===== src/rtl/shift_right_seq_pkg.sv =====
// Shared definitions for the multi-cycle right shifter: default widths,
// operation encodings and the sequencer state type.
package shift_pkg;

    localparam int DEF_WIDTH = 32;
    localparam int DEF_SHW   = 5;

    typedef logic [1:0] mode_t;

    localparam mode_t MODE_SHR  = 2'b00;
    localparam mode_t MODE_SHRA = 2'b01;
    localparam mode_t MODE_ROR  = 2'b10;

    typedef enum logic [1:0] {
        IDLE  = 2'b00,
        SHIFT = 2'b01,
        DONE  = 2'b10
    } state_t;

endpackage


===== src/rtl/shift_right_seq_if.sv =====
// Request/response bundle between the control unit (master) and the
// right-shift unit (slave).
interface shift_right_seq_if
    import shift_pkg::*;
#(
    parameter int WIDTH = DEF_WIDTH,
    parameter int SHW   = DEF_SHW
);
    logic             start;
    logic [WIDTH-1:0] B;
    logic [SHW-1:0]   shifts;
    mode_t            mode;
    logic             busy;
    logic             done;
    logic [WIDTH-1:0] Result;

    modport master (
        output start, B, shifts, mode,
        input  busy, done, Result
    );

    modport slave (
        input  start, B, shifts, mode,
        output busy, done, Result
    );
endinterface


===== src/rtl/shift_right_seq_step.sv =====
// One-position right shifter used by shift_right_seq on every SHIFT cycle.
// Rotate-right is compiled only when SHIFT_ROR_EN is defined; otherwise
// the ROR encoding produces a logical shift.
module shift_right_step
    import shift_pkg::*;
#(
    parameter int WIDTH = DEF_WIDTH
) (
    input  logic [WIDTH-1:0] acc_i,
    input  mode_t            op_i,
    output logic [WIDTH-1:0] acc_o
);

    // Select the bit shifted into the MSB according to the operation.
    always_comb begin
        acc_o = {1'b0, acc_i[WIDTH-1:1]};
        case (op_i)
            MODE_SHRA: acc_o = {acc_i[WIDTH-1], acc_i[WIDTH-1:1]};
`ifdef SHIFT_ROR_EN
            MODE_ROR:  acc_o = {acc_i[0], acc_i[WIDTH-1:1]};
`else
            MODE_ROR:  acc_o = {1'b0, acc_i[WIDTH-1:1]};
`endif
            default:   acc_o = {1'b0, acc_i[WIDTH-1:1]};
        endcase
    end

endmodule


===== src/rtl/shift_right_seq.sv =====
// Multi-cycle right-shift unit (SHR / SHRA / optional ROR), one bit per
// clock, with a start/busy/done handshake. Result is held until the next
// accepted start. Build option: SHIFT_ROR_EN enables rotate-right.
module shift_right_seq
    import shift_pkg::*;
#(
    parameter int WIDTH = DEF_WIDTH,
    parameter int SHW   = DEF_SHW
) (
    input  logic              clock,
    input  logic              clear,
    shift_right_seq_if.slave  bus
);

    state_t           state_q, state_d;
    logic [WIDTH-1:0] acc_q, acc_d;
    logic [WIDTH-1:0] acc_step;
    logic [SHW-1:0]   cnt_q, cnt_d;
    mode_t            op_q, op_d;
    logic [WIDTH-1:0] result_q, result_d;
    logic             busy_q, busy_d;
    logic             done_q, done_d;

    shift_right_step #(.WIDTH(WIDTH)) u_step (
        .acc_i (acc_q),
        .op_i  (op_q),
        .acc_o (acc_step)
    );

    // Next-state logic: capture on start, shift while count remains,
    // publish the result and pulse done for one cycle.
    always_comb begin
        state_d  = state_q;
        acc_d    = acc_q;
        cnt_d    = cnt_q;
        op_d     = op_q;
        result_d = result_q;
        busy_d   = busy_q;
        done_d   = 1'b0;
        case (state_q)
            IDLE: begin
                busy_d = 1'b0;
                if (bus.start) begin
                    acc_d   = bus.B;
                    cnt_d   = bus.shifts;
                    op_d    = bus.mode;
                    busy_d  = 1'b1;
                    state_d = SHIFT;
                end
            end
            SHIFT: begin
                busy_d = 1'b1;
                if (cnt_q != '0) begin
                    acc_d = acc_step;
                    cnt_d = cnt_q - SHW'(1);
                end else begin
                    result_d = acc_q;
                    done_d   = 1'b1;
                    state_d  = DONE;
                end
            end
            DONE: begin
                busy_d  = 1'b0;
                state_d = IDLE;
            end
            default: begin
                busy_d  = 1'b0;
                state_d = IDLE;
            end
        endcase
    end

    // State and registered outputs; clear discards any in-flight operation.
    always_ff @(posedge clock) begin
        if (clear) begin
            state_q  <= IDLE;
            acc_q    <= '0;
            cnt_q    <= '0;
            op_q     <= MODE_SHR;
            result_q <= '0;
            busy_q   <= 1'b0;
            done_q   <= 1'b0;
        end else begin
            state_q  <= state_d;
            acc_q    <= acc_d;
            cnt_q    <= cnt_d;
            op_q     <= op_d;
            result_q <= result_d;
            busy_q   <= busy_d;
            done_q   <= done_d;
        end
    end

    assign bus.busy   = busy_q;
    assign bus.done   = done_q;
    assign bus.Result = result_q;

endmodule


===== src/flat_wrapper.sv =====
// flat-port wrapper written by rule: the top's interface ports become plain ports
module shift_right_seq_flat import shift_pkg::*;
#(
    parameter int WIDTH = DEF_WIDTH,
    parameter int SHW   = DEF_SHW
)
  (clock, clear, bus_start, bus_B, bus_shifts, bus_mode, bus_busy, bus_done, bus_Result);
  shift_right_seq_if #(.WIDTH(WIDTH), .SHW(SHW)) bus_i ();
  input  logic clock;
  input  logic clear;
  input wire logic [$bits(bus_i.start)-1:0] bus_start;
  input wire logic [$bits(bus_i.B)-1:0] bus_B;
  input wire logic [$bits(bus_i.shifts)-1:0] bus_shifts;
  input wire logic [$bits(bus_i.mode)-1:0] bus_mode;
  output wire logic [$bits(bus_i.busy)-1:0] bus_busy;
  output wire logic [$bits(bus_i.done)-1:0] bus_done;
  output wire logic [$bits(bus_i.Result)-1:0] bus_Result;
  assign bus_i.start = bus_start;
  assign bus_i.B = bus_B;
  assign bus_i.shifts = bus_shifts;
  assign bus_i.mode = bus_mode;
  assign bus_busy = bus_i.busy;
  assign bus_done = bus_i.done;
  assign bus_Result = bus_i.Result;
  shift_right_seq #(.WIDTH(WIDTH), .SHW(SHW)) u_core (.clock(clock), .clear(clear), .bus(bus_i));
endmodule

===== config.mk =====
export PLATFORM = sky130hd
export DESIGN_NAME = shift_right_seq_flat
export DESIGN_NICKNAME = d
export VERILOG_FILES = /design/src/rtl/shift_right_seq_pkg.sv /design/src/rtl/shift_right_seq_if.sv /design/src/rtl/shift_right_seq_step.sv /design/src/rtl/shift_right_seq.sv /design/src/flat_wrapper.sv
export SDC_FILE = /design/constraint.sdc
export NUM_CORES = 1
export LEC_CHECK = 0
export ABC_AREA = 1
export ABC_CLOCK_PERIOD_IN_PS = 1600
export CAP_MARGIN = 25
export CORE_MARGIN = 3
export CORE_UTILIZATION = 30
export CTS_CLUSTER_DIAMETER = 150
export DETAILED_ROUTE_END_ITERATION = 10
export MAX_ROUTING_LAYER = met4
export PLACE_DENSITY = 0.57
export SLEW_MARGIN = 20
export SYNTH_ARGS = -nofsm -noshare
export SYNTH_HDL_FRONTEND = slang
export SYNTH_HIERARCHICAL = 1
export SYNTH_SLANG_ARGS = --single-unit

===== constraint.sdc =====
create_clock -name clock -period 1.6 [get_ports clock]
set_input_delay 0.16 -clock clock [delete_from_list [all_inputs] [get_ports clock]]
set_output_delay 0.16 -clock clock [all_outputs]
set_load 0.01 [all_outputs]

==> results of run 1 <==
-- cell families (layout without fill, tap and decap cells) --
kind of cell	after synthesis	in the layout
flip-flops	75	75
AND/OR/NAND/NOR	304	304
buffers and inverters	63	111
AO/OA/AOI/OAI	39	39
adder cells (fa/ha/maj)	1	1
XOR/XNOR	1	1
-- sequential cells by signal, summed over array words and instances (netlist names) --
register,count
u_core/acc_q,32
u_core/state_q,2
u_core/bus.busy,1
u_core/bus.Result,32
u_core/bus.done,1
u_core/cnt_q,5
u_core/op_q,2
-- metal layers --
metal	GRT usage	up-vias	routed length (um)
met2	0.2136	69	3511
met4	0.03406	0	39
met5	-	-	0
met3	0.04094	2	447
li1	-	1532	-
met1	0.1612	1232	3594
-- synthesized netlist by cell type --
library cell / number / area (um^2)
nand2_1: 221 / 829.6
dfxtp_1: 75 / 1501
o21ai_1: 29 / 145.1
inv_2: 5 / 18.77
buf_2: 2 / 10.01
buf_1: 3 / 11.26
buf_4: 35 / 262.8
buf_6: 3 / 33.78
inv_1: 4 / 15.01
nor2_8: 1 / 20.02
nor2_1: 71 / 266.5
a21oi_4: 1 / 16.27
nor2_4: 1 / 11.26
nor2_2: 3 / 18.77
clkbuf_1: 10 / 37.54
a21oi_1: 1 / 5.000
ha_1: 1 / 12.51
nand2_2: 2 / 12.51
o21ai_0: 8 / 40.04
clkbuf_2: 1 / 5.000
nand4_2: 1 / 12.51
nand3_1: 4 / 20.02
xnor2_1: 1 / 8.760
-- worst min-delay path: stages --
cell and delay (ps):
clkdlybuf4s50_1 390, nand2_1 60, nand2_1 40, nand2_1 50, nand2_1 40
-- per-stage QoR --
stage	hold WS, ps	util	instances	power [mW]	setup WS [ps]
after global routing	449.0	0.4034	667	5.753	23.75
after global placement	431.1	0.3797	651	3.738	64.47
after floorplan	294.9	-	483	3.285	193.2
after detailed placement	434.4	0.3797	651	3.759	46.96
final	440.2	0.4034	667	5.384	139.1
after CTS	425.9	0.4020	667	5.446	34.29
-- cell type report --
class	instances	area (um^2)	area share
Sequential cell	75	1501	0.3526
Multi-Input combinational cell	345	1431	0.3362
Timing Repair Buffer	86	883.3	0.2075
Tap cell	136	170.2	0.03996
Clock buffer	11	151.4	0.03556
Clock inverter	5	83.83	0.01969
Inverter	9	36.28	0.008522
-- worst max-delay path by stage --
stage / startpoint / to / slack [ps] / cells after the start
6_report: u_core/cnt_q[0] / u_core/acc_q[6] / 140 / 9
5_1_grt: u_core/cnt_q[0] / u_core/cnt_q[0] / 20 / 9
4_1_cts: u_core/cnt_q[0] / u_core/bus.Result[0] / 30 / 6
3_5_place_dp: bus_start / u_core/acc_q[14] / 50 / 8
3_3_place_gp: bus_start / u_core/acc_q[7] / 60 / 8
2_1_floorplan: u_core/cnt_q[0] / u_core/acc_q[10] / 190 / 8
-- power by group --
group / switching (mW) / total [mW] / leakage (nW) / internal, mW
logic: 0.737 / 1.39 / 1.19 / 0.657
registers: 0.180 / 2.32 / 0.614 / 2.14
clock network: 0.697 / 1.67 / 0.112 / 0.969
total: 1.61 / 5.38 / 1.92 / 3.77
-- timing repair --
item                                    4_1_cts  5_1_grt
setup buffers                                 0        0
gates resized for setup                       0        4
endpoints found under the hold margin         0        0
endpoints found under the setup margin        0       57
==> run metrics, run 1 <==
# diodes=0; Clock Skew=5.348 ps; Synth cell types=23; grt total ovfl=0; outcome=finished clean; R2R setup slack=between 100 and 150 ps; final setup TNS=0 ps; CTS tree=done; post-synthesis mux area share=0; Worst Path Required=about 1900 ps; Starting Density=0.3140; # fillers=between 1000 and 1500; post-synthesis simple-gate area fraction=0.3594; slowest CP cell=dfxtp_1; worst vdd ir=0.0005036 V; fin crit period=approximately 1500 ps; xor and xnor area share after synthesis=0.002643; Reg2Reg Depth=9; Clock Latency Late Sink=between 300 and 400 ps; YS warnings=6; Buf/Inv on CP=2; Final Max Tran Viols=0; drt drc=0; hold_buf cts=0; WS Path Type=reg -> reg; CP Cell Sequence=inv_1 > ha_4 > nand3_1 > nand2_2 > nand2_2 > nor2_8 > buf_12 > nand2_1 > nand2_1; CP top delay family=simple AND/OR/NAND/NOR gates; initial antenna violation count=0; RR Endpoint=u_core/acc_q[6]; # port buffers=between 70 and 80; number of global-route vias before repair=2815; Mapped Nets=526; Setup crit start kind=flip-flop; Final period util=0.9131; CTS root buf=clkbuf_8; Crit Path Max Fanout=24; Worst Hold Path Cells=5; RSZ-0062 raised after global routing=no; Critical Path Sink Type=flip-flop; worst-margin pin slew=between 500 and 600 ps; Fmax achieved=around 680 MHz; most frequent cells in the layout=nand2_1 (221), clkdlybuf4s50_1 (75), dfxtp_1 (75), nor2_1 (71), o21ai_1 (29); Hold WC Path Type=in -> reg; Critical R2R Launch=u_core/cnt_q[0]; GP Congestion=between 0.7 and 0.8; Slew HR=0.6386; final hold violations=0; Synth Area in Compound Gates=0.06229; DR iter-0 viols=109; area growth from synthesis to layout=28.46%; CTS clk-pin slew, worst paths=around 80 ps; die area=around 12000 um^2; Total GRT Usage=0.1321; Ports=76; die height=111.1 um; Worst Hold Path EP=u_core/acc_q[27]; Synth Register Bits=75; vias per cell=4.250; largest net degree at the start of global routing=36; final WL=around 7.6 mm; CP max stage delay=approximately 320 ps; routed vias=approximately 2800; die width=approximately 110 um; critical path arrival=roughly 1800 ps; Final setup violation count=0; Final nets=about 570; H-Tree Depth=3; CTS buffer count=9; power per cell area=around 1300 nW/um^2; first-pass GRT wire length=around 13 mm; Static Leak=1.917 nW; core box area=about 11000 um^2; Final ANT Viol Nets=0; max-cap viol count=0; adder-cell share of the synthesized area=0.003775; first drt pass iteration count=4; DP HPWL=between 5 and 6 mm; Hold Crit Start=bus_B[27]; Post-DP Area=about 4000 um^2; WL/cell=approximately 11 um; largest family of logic cells by synthesized area=simple AND/OR/NAND/NOR gates; fin area=~4300 um^2; layout cells sized above 1=0.07910; leading cell type in the layout, fill and taps excluded=nand2_1; synthesized area=between 3000 and 4000 um^2; clock sinks=75; Max Root-Sink Buffers=2; row count=37; post-synthesis sequential area ratio=0.4530; Syn Inst Count=slightly below 500; syn_area_per_cell=roughly 7 um^2
(Power assumes the default switching activity.)
==> inputs of run 2 (changes only) <==
--- a/config.mk
+++ b/config.mk
@@ -11,6 +11,7 @@
 export CORE_MARGIN = 3
 export CORE_UTILIZATION = 30
 export CTS_CLUSTER_DIAMETER = 150
+export CTS_CLUSTER_SIZE = 10
 export DETAILED_ROUTE_END_ITERATION = 10
 export MAX_ROUTING_LAYER = met4
 export PLACE_DENSITY = 0.57
==> results of run 2 <==
No change in the layout: final DEF, timing and power equal those of run 1.
==> inputs of run 3 (changes only) <==
--- a/config.mk
+++ b/config.mk
@@ -15,6 +15,7 @@
 export DETAILED_ROUTE_END_ITERATION = 10
 export MAX_ROUTING_LAYER = met4
 export PLACE_DENSITY = 0.57
+export SKIP_LAST_GASP = 1
 export SLEW_MARGIN = 20
 export SYNTH_ARGS = -nofsm -noshare
 export SYNTH_HDL_FRONTEND = slang
==> results of run 3 <==
No change in the layout: final DEF, timing and power equal those of run 1.
